<file path="config.mk">
export PLATFORM = sky130hd
export DESIGN_NAME = countdown_timer
export DESIGN_NICKNAME = d
export VERILOG_FILES = /design/src/rtl/countdown_timer.sv
export SDC_FILE = /design/constraint.sdc
export NUM_CORES = 1
export LEC_CHECK = 0
export BUFFER_PORTS_ARGS = -buffer_cell sky130_fd_sc_hd__buf_2
export CORE_ASPECT_RATIO = 1.1
export CORE_MARGIN = 2
export CORE_UTILIZATION = 47
export DETAILED_ROUTE_END_ITERATION = 8
export PLACE_DENSITY = 0.74
export SLEW_MARGIN = 20
export SYNTH_ARGS = -nofsm -noshare
export SYNTH_HDL_FRONTEND = slang
export SYNTH_SLANG_ARGS = --single-unit
</file>
<file path="constraint.sdc">
create_clock -name clk -period 5.3 [get_ports clk]
set_input_delay 0.795 -clock clk [delete_from_list [all_inputs] [get_ports clk]]
set_output_delay 0.795 -clock clk [all_outputs]
set_load 0.05 [all_outputs]
</file>
<file path="src/rtl/countdown_timer.sv">
// Loadable down-counter with an IDLE/RUN/PAUSE controller and a one-cycle done pulse.
// Optional auto-reload on expiry: define COUNTDOWN_TIMER_AUTORELOAD_EN.
module countdown_timer #(
  parameter int N = 20
) (
  input  logic         clk,
  input  logic         rst_n,
  input  logic         load,
  input  logic [N-1:0] load_val,
  input  logic         start,
  input  logic         stop,
  input  logic         en,
  output logic [N-1:0] count,
  output logic         busy,
  output logic         paused,
  output logic         done
);

  typedef enum logic [1:0] {
    IDLE,
    RUN,
    PAUSE
  } state_t;

  state_t       state_q, state_d;
  logic [N-1:0] count_d;
  logic         done_d;

`ifdef COUNTDOWN_TIMER_AUTORELOAD_EN
  logic [N-1:0] reload_q, reload_d;
`endif

  always_ff @(posedge clk or negedge rst_n) begin
    if (!rst_n) begin
      state_q  <= IDLE;
      count    <= '0;
      done     <= 1'b0;
      busy     <= 1'b0;
      paused   <= 1'b0;
`ifdef COUNTDOWN_TIMER_AUTORELOAD_EN
      reload_q <= '0;
`endif
    end else begin
      state_q  <= state_d;
      count    <= count_d;
      done     <= done_d;
      busy     <= (state_d == RUN);
      paused   <= (state_d == PAUSE);
`ifdef COUNTDOWN_TIMER_AUTORELOAD_EN
      reload_q <= reload_d;
`endif
    end
  end

  always_comb begin
    state_d  = state_q;
    count_d  = count;
    done_d   = 1'b0;
`ifdef COUNTDOWN_TIMER_AUTORELOAD_EN
    reload_d = reload_q;
`endif
    if (load) begin
      count_d  = load_val;
      state_d  = IDLE;
`ifdef COUNTDOWN_TIMER_AUTORELOAD_EN
      reload_d = load_val;
`endif
    end else begin
      unique case (state_q)
        IDLE: begin
          // stop outranks start, so a simultaneous pair leaves the timer idle
          if (!stop && start && (count != '0)) state_d = RUN;
        end
        RUN: begin
          if (stop) begin
            state_d = PAUSE;
          end else if (en) begin
            if (count == N'(1)) begin
              done_d  = 1'b1;
              count_d = '0;
              state_d = IDLE;
`ifdef COUNTDOWN_TIMER_AUTORELOAD_EN
              if (reload_q != '0) begin
                count_d = reload_q;
                state_d = RUN;
              end
`endif
            end else begin
              count_d = count - N'(1);
            end
          end
        end
        PAUSE: begin
          if (!stop && start) state_d = RUN;
        end
        default: state_d = IDLE;
      endcase
    end
  end

endmodule

</file>
==> impl_metrics.tcl <==
set metrics [dict create \
    ys_top_cells_by_area "dfrtp_1 38%, a21oi_1 5.9%, nor4_4 3.9%" \
    dp_hpwl_um 2810 \
    ctsResizeCount 0 \
    grt_usage 0.219 \
    power_density_mw_per_mm2 241 \
    initial_core_util 0.488 \
    wl_um 4070 \
    cts_max_level 1 \
    clk_pin_slew_worst_paths_ps 140 \
    finalHoldViolCount 0 \
    yosys_warnings 0 \
    gp_congestion 0.834 \
    synth.most_common_cell "dfrtp_1" \
    drv_slew 0 \
    netlist_area_mm2 0.00163 \
    fin_nets 253 \
    antenna_found_initial 0 \
    hp-class "input pin to async pin" \
    grt_pass1_wl_um 6680 \
    crit_path_end_kind "flip-flop" \
    syn_to_final_growth_pct 16.1 \
    leakage_uw 0.000772 \
    fmax_mhz 410 \
    synthXorXnorAreaFrac 0 \
    avgSynthCellArea_um2 8.88 \
    dieArea_mm2 0.00395 \
    ant_nets 0 \
    drtPass1Iterations 4 \
    antennaDiodeCount 0 \
    clock-root-buffer "clkbuf_4" \
    synth_edf_count 0 \
    cts_hold_buf 0 \
    clk_latency_ps 330 \
    fin_setup_tns_ps 0 \
    reg2regPathDepth 5 \
    ys_async_sr_fraction 1.00 \
    dr.first_iter.drc_count 63 \
    synth_top_area_cell "dfrtp_1" \
    grt_pass1_vias 1440 \
    period_needed_ps 2440 \
    yosys.area_share.simple 0.278 \
    setup_viol 0 \
    post-cts-setup-buffers 0 \
    synth_nets 211 \
    critPathArrivalTime_ps 2700 \
    synth_cell_types 43 \
    synth-compound-area-share 0.249 \
    core_mm2 0.00333 \
    synthAdderAreaFrac 0.0154 \
    drv_cap 0 \
    crit_required_ps 5560 \
    max_slew_margin 0.459 \
    reg2reg_slack_ps 2990 \
    rsz0062_at_grt "no" \
    irDropWorstVdd_v 0.000114 \
    cts_max_path_buffers 2 \
    viasPerCell 5.82 \
    startpoint "stop" \
    fp-row-count 22 \
    synth_common_cells "25 x dfrtp_1, 19 x a21oi_1, 16 x nor2_1" \
    cp-start-kind "input pin" \
    synth_ff_type "dfrtp_1" \
    synth-seq-area-share 0.385 \
    vias 1583 \
    critPathMaxFanout 20 \
    drc 0 \
    die_w_um 60.1 \
    r2r_start "state_q[1]" \
    overflow 0 \
    drive_gt1_frac 0.286 \
    synth_mux_area_frac 0.0185 \
    reg2reg_to "count[18]" \
    synth_top_family_by_area "simple AND/OR/NAND/NOR gates" \
    die_h_um 65.7 \
    cts_made_buffers 3 \
    hold_slack_ps 432 \
    yosys.area.top_type_share 0.385 \
    io_pins 49 \
    crit_type "input pin to flip-flop" \
    netlist_instances 183 \
    synth-seq-cells 25 \
    fin_crit_sh 0.461 \
    outcome "complete, no violations" \
    clock-sinks 25 \
    wire_per_inst_um 15.0 \
    finalClockSkew_ps 3.60 \
    cts_tree "yes" \
    grt_max_degree 33 \
    worst_pin_slew_ps 809 \
    portBuffers 48 \
]
[how the worst max path moves through the flow]
stage	to	slack, ps
2_1_floorplan	count[14]	3070
3_3_place_gp	count[18]	2600
3_5_place_dp	count[18]	2540
4_1_cts	count[18]	2880
5_1_grt	count[18]	2710
6_report	count[18]	2860
[power breakdown]
| group | internal [µW] | leakage (µW) | switching [µW] |
|---|---|---|---|
| registers | 205 | 0.000300 | 25.1 |
| clock network | 29.5 | 0.0000150 | 60.9 |
| logic | 39.0 | 0.000458 | 94.3 |
| total | 274 | 0.000772 | 180 |
[cell usage in the layout, fill, tap and decap left out, drive strengths merged, types with 4 or more instances in the layout]
cell / synthesis / layout
buf: 5 / 48
dfrtp: 25 / 25
a21oi: 20 / 20
nor2: 16 / 16
nand2: 13 / 13
o21ai: 13 / 13
nor3: 12 / 12
a22oi: 7 / 7
nor4: 7 / 7
inv: 6 / 6
nand3: 6 / 6
a31oi: 5 / 5
a2bb2oi: 5 / 5
nand4: 4 / 4
clkbuf: 6 / 4
a211oi: 4 / 4
[critical path, cell delays in order]
cell	delay, ps
buf_2	120
nor2_1	130
nand3_1	580
a21oi_2	740
a32oi_1	190
o21ai_1	150
[per-layer routing]
layer	global-route usage	vias up	wire [µm]
met5	0	-	0
met4	0.0472	0	36
met3	0.0276	6	215
met2	0.340	53	1910
met1	0.323	745	1910
li1	-	779	-
[sequential cells by signal, indices dropped and copies added, names as in the netlist]
signal / flops
busy: 1
count: 20
done: 1
paused: 1
state_q: 2
[layout make-up]
| class | count | area, µm² |
|---|---|---|
| Fill cell | 326 | 1440 |
| Multi-Input combinational cell | 141 | 912 |
| Sequential cell | 25 | 626 |
| Timing Repair Buffer | 48 | 240 |
| Tap cell | 48 | 60.1 |
| Clock buffer | 4 | 26.3 |
| Inverter | 6 | 22.5 |
[per-stage QoR]
stage / util / instances / setup slack (ps) / instance area (µm²) / power (µW)
3_5_place_dp: 0.559 / 268 / 2540 / 1860 / 368
5_1_grt: 0.566 / 272 / 2710 / 1890 / 478
6_report: 0.566 / 272 / 2860 / 1890 / 454
2_1_floorplan: - / 183 / 3070 / 1630 / 327
3_3_place_gp: 0.559 / 268 / 2600 / 1860 / 366
4_1_cts: 0.566 / 272 / 2880 / 1890 / 454
[kinds of logic after synthesis]
kind of cell             after synthesis
AO/OA/AOI/OAI                         62
adder cells (fa/ha/maj)                2
buffers and inverters                 17
flip-flops                            25
multiplexers                           3
AND/OR/NAND/NOR                       74
No activity file was read; power rests on OpenSTA's default activity.
